===== config.mk =====
export PLATFORM = sky130hd
export DESIGN_NAME = cdb_arbiter
export DESIGN_NICKNAME = d
export VERILOG_FILES = /design/src/rtl/cdb_arbiter.sv
export SDC_FILE = /design/constraint.sdc
export NUM_CORES = 1
export LEC_CHECK = 0
export CAP_MARGIN = 5
export CORE_AREA = 2 2 158 160
export CTS_BUF_LIST = sky130_fd_sc_hd__clkbuf_4 sky130_fd_sc_hd__clkbuf_8
export DETAILED_ROUTE_END_ITERATION = 7
export DIE_AREA = 0 0 160 162
export GPL_TIMING_DRIVEN = 0
export PLACE_DENSITY = 0.71
export SLEW_MARGIN = 15
export SYNTH_ARGS = -nofsm -noshare
export SYNTH_HDL_FRONTEND = slang
export SYNTH_SLANG_ARGS = --single-unit

===== constraint.sdc =====
create_clock -name clk -period 4 [get_ports clk]
set_input_delay 0.8 -clock clk [delete_from_list [all_inputs] [get_ports clk]]
set_output_delay 0.8 -clock clk [all_outputs]
set_load 0.05 [all_outputs]

===== src/rtl/cdb_arbiter.sv =====
// Common-data-bus arbiter: per-unit result FIFOs drained one entry per cycle
// onto a registered broadcast bus using round-robin selection.
module cdb_arbiter #(
  parameter int NREQ      = 3,
  parameter int TAG_W     = 4,
  parameter int DATA_W    = 32,
  parameter int BUF_DEPTH = 2
) (
  input  logic                   clk,
  input  logic                   rst,
  input  logic [NREQ-1:0]        req_valid,
  output logic [NREQ-1:0]        req_ready,
  input  logic [NREQ*TAG_W-1:0]  req_tag,
  input  logic [NREQ*DATA_W-1:0] req_data,
  input  logic                   flush,
  input  logic                   cdb_hold,
  output logic                   cdb_valid,
  output logic [TAG_W-1:0]       cdb_tag,
  output logic [DATA_W-1:0]      cdb_data,
  output logic [1:0]             cdb_src
);

  localparam int PW = $clog2(BUF_DEPTH);
  localparam int CW = $clog2(BUF_DEPTH + 1);
  localparam int EW = TAG_W + DATA_W;

  logic [EW-1:0]   mem    [NREQ][BUF_DEPTH];
  logic [PW-1:0]   wr_ptr [NREQ];
  logic [PW-1:0]   rd_ptr [NREQ];
  logic [CW-1:0]   count  [NREQ];
  logic [1:0]      rr_ptr;
  logic [1:0]      winner;
  logic            found;
  logic            pop;
  logic [NREQ-1:0] push;
  logic [NREQ-1:0] pop_sel;
  int unsigned     idx;

  // Ready comes from the count register alone, so a full FIFO stays not-ready
  // even in a cycle where it is being popped.
  always_comb begin
    req_ready = '0;
    for (int unsigned i = 0; i < NREQ; i++) begin
      req_ready[i] = (count[i] != CW'(BUF_DEPTH));
    end
  end

  assign push = req_valid & req_ready & {NREQ{~flush}};

  // Round-robin search over non-empty FIFOs starting at rr_ptr; pushes of the
  // current cycle are not visible here, so there is no bypass.
  always_comb begin
    found  = 1'b0;
    winner = '0;
    idx    = 0;
    for (int unsigned k = 0; k < NREQ; k++) begin
      idx = (32'(rr_ptr) + k) % NREQ;
      if (!found && count[idx[1:0]] != '0) begin
        found  = 1'b1;
        winner = idx[1:0];
      end
    end
  end

  assign pop     = found & ~cdb_hold & ~flush;
  assign pop_sel = pop ? (NREQ'(1) << winner) : '0;

  always_ff @(posedge clk) begin
    for (int unsigned i = 0; i < NREQ; i++) begin
      if (push[i]) begin
        mem[i][wr_ptr[i]] <= {req_tag[i*TAG_W +: TAG_W], req_data[i*DATA_W +: DATA_W]};
      end
    end
  end

  always_ff @(posedge clk or negedge rst) begin
    if (!rst) begin
      for (int unsigned i = 0; i < NREQ; i++) begin
        count[i]  <= '0;
        wr_ptr[i] <= '0;
        rd_ptr[i] <= '0;
      end
      rr_ptr    <= '0;
      cdb_valid <= 1'b0;
      cdb_tag   <= '0;
      cdb_data  <= '0;
      cdb_src   <= '0;
    end else begin
      cdb_valid <= pop;
      if (pop) begin
        {cdb_tag, cdb_data} <= mem[winner][rd_ptr[winner]];
        cdb_src             <= winner;
        rr_ptr              <= (winner == 2'(NREQ - 1)) ? '0 : winner + 2'd1;
      end
      for (int unsigned i = 0; i < NREQ; i++) begin
        if (flush) begin
          count[i]  <= '0;
          wr_ptr[i] <= '0;
          rd_ptr[i] <= '0;
        end else begin
          if (push[i])    wr_ptr[i] <= wr_ptr[i] + PW'(1);
          if (pop_sel[i]) rd_ptr[i] <= rd_ptr[i] + PW'(1);
          count[i] <= count[i] + CW'(push[i]) - CW'(pop_sel[i]);
        end
      end
    end
  end

endmodule


# Word level (Yosys, flattened, before mapping)
# Memories as Yosys holds them, arrays and structs flattened.
# Index checks and enable logic that the tools add are counted.
# op_classes
addsub	15
div_mod_pow	3
n_lt_le_gt_ge	11
n_eq_ne	4
n_shift	1
mux	50
bitwise_logic	14
reduce_logical	16
# op_table
operator	count
2-to-1 mux 36 bit	6
2-to-1 mux 72 bit	3
demux 36 bit (select 1 bit)	3
remainder unit 32 x 2 -> 32 bit (second input constant)	2
remainder unit 2 x 2 -> 32 bit (second input constant)	1
2-to-1 mux 2 bit	13
2-to-1 mux 1 bit	20
nonzero test 2 bit	9
binary-select mux 2 bit (select 2 bit)	3
>= comparator 3 bit (second input constant)	4
inverter 2 -> 3 bit	4
>= comparator 2 bit (second input constant)	4
inverter 1 -> 2 bit	4
adder 1 bit (second input constant)	6
adder 2 x 1 -> 2 bit	3
bitwise AND 3 bit	2
< comparator 2 x 1 -> 1 bit (second input constant)	3
!= test 2 bit (second input constant)	3
subtractor 2 x 1 -> 2 bit	3
logical AND 1 bit	5
adder 2 x 1 -> 3 bit (second input constant)	1
adder 2 x 2 -> 3 bit (second input constant)	1
2-to-1 mux 3 bit	1
left shift 1 x 2 -> 3 bit (first input constant)	1
other kinds (6)	9
# word_totals
register_bits	53
ramBits	216
output_inout_bits	42
mem_count	1
# memory_table
memory	depth	word_bits	rd	rd_ports_with_merged_regs	write_ports	line	rtl
mem	3	72	1	0	3	27	logic [EW-1:0] mem [NREQ][BUF_DEPTH];

# Depth between registers and ports, before layout
# logic_depth
word_depth	21
mapped_depth	15
ltp_nobuf	14

# Least setup slack after synthesis
# No wires, ideal clock.
# synth_timing
kind	reg2reg
startpoint	register count[5] (netlist bit)
endpoint	memory mem[0][0] (netlist bit) (enable)
arrival_ps	2860
t_required_ps	3571
path_slack_ps	711
stages_incl_launch_ff	5
path_buffers	0
synth_period_minus_slack_ps	3289
path_cell_list	dfrtp_1 > or2b_1 > nand2_1 > or2_2 > nor2_1
# synth_rtl
element	line	rtl
start, declared	30	logic [CW-1:0] count [NREQ];
start signal, assigned by index	103	count[i] <= count[i] + CW'(push[i]) - CW'(pop_sel[i]);
end, declared	27	

# Final worst setup path
# layout_timing
startpoint	register rr_ptr[0]
endpoint	register count[5] (netlist bit)
# layout_via
elab_chain_len	18
# layout_rtl
element	line	rtl
start, declared	31	logic [1:0] rr_ptr;
start signal, assigned	93	rr_ptr <= (winner == 2'(NREQ - 1)) ? '0 : winner + 2'd1;
branches (longest 15 deep; another with remainder unit 32 x 2 -> 32 bit)	n/a	
2-to-1 mux 3 bit (*)	66	assign pop_sel = pop ? (NREQ'(1) << winner) : '0;
subtractor 2 x 1 -> 2 bit (*)	103	
2-to-1 mux 2 bit (*)	96	if (flush) begin
# Mark *: on every way between the ends. The select of a mux whose other input is x is not followed.
# A chain may end at the register's enable or synchronous reset.

==> summary.txt <==
Setup path
  – Crit-path most repeated cell: ha_1
  – Delay of the slowest critical-path stage: 0.41 ns
  – Cell Chain, Critical Path: inv_1 > ha_1 > or2_2 > a32o_1 > nand2_1 > clkbuf_1 > clkbuf_2 > and3_1 > ha_1 > inv_1 > ha_1 > xor2_1 > xnor2_1 > nor2_1
  – Crit path required time: 4.39 ns
  – Crit. End Element: register
  – Slowest stage cell on the critical path: clkbuf_1
  – Critical path peak fanout: 10
  – Worst Setup Start Kind: register
  – Crit Path Class: register to register
  – Worst EP arrival: 4.04 ns

Clock network
  – Num CTS Buffers: 43
  – Postcts setup bufs: 0
  – Reg clk slew, reported paths: 0.06 ns
  – CTS hold repair buffers: 0
  – Number of H-tree levels: 2
  – CTS Buffer Depth: 3
  – TritonCTS sink count: 269
  – CTS root buf: clkbuf_8
  – CTS tree: built
  – # resized after CTS: 1
  – Clock Latency Late Sink: 0.53 ns

Timing
  – Tcrit/Tclk final: 91.2%
  – Worst-Margin Slew: 0.901 ns
  – Maximum clock rate: 274 MHz
  – Final Max Tran Viols: 0
  – Setup Skew: 0.0138 ns
  – Setup TNS: 0 ns
  – Slew margin rel.: 40.0%
  – Final setup vio count: 0
  – RSZ-0062 raised after global routing: no
  – Final min period: 3.65 ns
  – Hold Vio Cnt, Final: 0
  – Final worst slack: 0.351 ns

Synthesis
  – Post-synthesis adder-cell area fraction: 1.17%
  – #FFs+latches synth: 269
  – Yosys top cell area share: 60.7%
  – Synth Area per Inst: 14.4 µm²
  – Synth warn: 0
  – Top FF cell, synth: edfxtp_1
  – Main combinational cell family by area after synthesis: compound AO/OA/AOI/OAI gates
  – Post-synthesis simple-gate area fraction: 10.1%
  – EDFF count, synth: 216
  – Synthesized cell area: 10700 µm²
  – Synth top area cells: edfxtp_1, dfrtp_1, nand2_1
  – Mapped Cells: 744
  – Synth Area in Compound Gates: 12.3%
  – XOR/XNOR share of the synthesized area: 0.819%
  – Seq/Total Area, Yosys: 73.1%
  – Mux contribution to synthesized area: 0.281%
  – Ys async rst share: 19.7%
  – Yosys top cell by area: edfxtp_1
  – Post-synth cell types: 38
  – Syn_nets: 869

Layout
  – Final core occ: 57.1%
  – Layout cells sized above 1: 14.7%
  – Area Growth Syn to Fin: 28.6%
  – Nets: 1076
  – Post-route insts no fill: 1309
  – Commonest non-fill, non-tap cell in the layout: edfxtp_1
  – Most frequent cells in the layout: edfxtp_1, clkdlybuf4s50_1, nand2_1
  – # fillers: 1966

Power and ir drop
  – Power Total: 9390 µW
  – Pleak: 0.00516 µW
  – Clock power share: 25.2%
  – P_int: 5880 µW
  – Total net switching power: 3500 µW
  – Sequential share of power: 39.0%
  – Combinational power share: 35.9%
  – Switching part of the total power: 37.3%
  – Worst VDD drop: 0.397 mV
  – Pwr Density: 683 nW/µm²

Die
  – Num rows: 57
  – IO Count: 157
  – Die width: 160 µm
  – Die area: 25900 µm²
  – Starting Density: 44.4%
  – Die H: 162 µm
  – Core ar.: 24100 µm²

Routing
  – Iteration-0 DRC count of the detailed router: 696
  – DRC: 0
  – Antenna viol nets, final: 0
  – Routed via count: 7122
  – Routed length per instance: 21.9 µm
  – Routed vias/inst: 5.44
  – Routed wire length: 28600 µm
  – First drt pass iteration count: 7

Run
  – Max Cap Violations: 0

GRT
  – Vias in the first global route: 7349
  – GRT Total Usage: 21.9%
  – Grt ovf: 0
  – First-pass GRT wire length: 42500 µm
  – Initial antenna violation count: 1
  – Largest net degree at the start of global routing: 34

Place
  – Routability cong.: 0.817
  – Port bufs: 156
  – Placed cells: 1231
  – Worst slack, placed: -0.0579 ns
  – Post-DP HPWL: 18700 µm

Hold path
  – Hold crit path type: input pin to asynchronous set/reset pin

Outcome
  – Status: complete, no violations
[worst max-delay path, delay by kind of cell, from the launching register on]
kind | cells | cell delay, ns
flip-flops | 1 | 0.40
XOR/XNOR | 2 | 0.32
AO/OA/AOI/OAI | 1 | 0.25
AND/OR/NAND/NOR | 4 | 0.79
adder cells (fa/ha/maj) | 3 | 0.81
buffers and inverters | 4 | 0.93
[power by group through the flow]
| stage | sequential, µW | combinational (µW) | clock (µW) |
|---|---|---|---|
| finish | 3660 | 3370 | 2360 |
| global route | 3690 | 3580 | 2520 |
| CTS | 3650 | 3390 | 2400 |
| detailed placement | 3700 | 3380 | 0 |
| global placement | 3720 | 3270 | 0 |
| floorplan | 4270 | 1520 | 0 |
[metal layers]
metal / track usage (%) / part of all wire [%]
met1: 29.0 / 42
met2: 36.9 / 50
met3: 4.24 / 6.3
met4: 7.08 / 2.1
met5: 0 / 0
[kinds of logic after synthesis]
kind of cell	after synthesis
AND/OR/NAND/NOR	270
flip-flops	269
AO/OA/AOI/OAI	128
buffers and inverters	54
XOR/XNOR	10
adder cells (fa/ha/maj)	10
multiplexers	3
[worst paths after layout]
path                       slack, ns  cells past startpoint  startpoint           end
setup reg to reg                0.35                     14   rr_ptr[0]      count[5]
setup / recovery                0.35                     14   rr_ptr[0]      count[5]
min in group clk                0.49                      1  cdb_src[0]    cdb_src[0]
max in group asynchronous       3.28                      2         rst  cdb_data[21]
hold / removal                  0.19                      1         rst      count[0]
hold reg to reg                 0.49                      1  cdb_src[0]    cdb_src[0]
[synthesized netlist by cell type (2+ instances only)]
library cell  count
mux2i_1           3
a311oi_2         30
nand2b_1          6
and3_1            2
nor2_1           92
ha_1             10
a21o_1            6
a311oi_1         42
inv_1            10
a211o_1          38
nand2_1         150
or2_2             6
a211oi_1          2
buf_6             4
nor2b_1           4
clkbuf_1         34
dfrtp_1          53
xor2_1            3
nor3_1            4
edfxtp_1        216
buf_2             6
xnor2_1           7
[cell type report]
| type | instances | area (µm²) | share of cell area [%] |
|---|---|---|---|
| tap | 324 | 405 | 2.95 |
| antenna | 1 | 2.50 | 0.0182 |
| timing repair buffer | 163 | 1730 | 12.6 |
| sequential | 269 | 7810 | 56.8 |
| clock buffer | 67 | 797 | 5.80 |
| inverter | 10 | 37.5 | 0.273 |
| buffer | 43 | 204 | 1.48 |
| clock inverter | 11 | 76.3 | 0.555 |
| multi-input combinational | 421 | 2690 | 19.6 |
[registers in the layout, summed over array words and instances (netlist names), 2 cells and up]
signal / cells
cdb_src: 2
cdb_tag: 4
rr_ptr: 2
wr_ptr: 3
count: 6
mem: 216
rd_ptr: 3
cdb_data: 32
[per-stage QoR]
stage                     instance area (µm²)  hold WS (ns)
after floorplan                         10700         0.440
final                                   13800         0.189
after global routing                    13800         0.182
after global placement                  12700         0.460
after detailed placement                12900         0.478
after CTS                               13700         0.171
(Power assumes the default switching activity.)
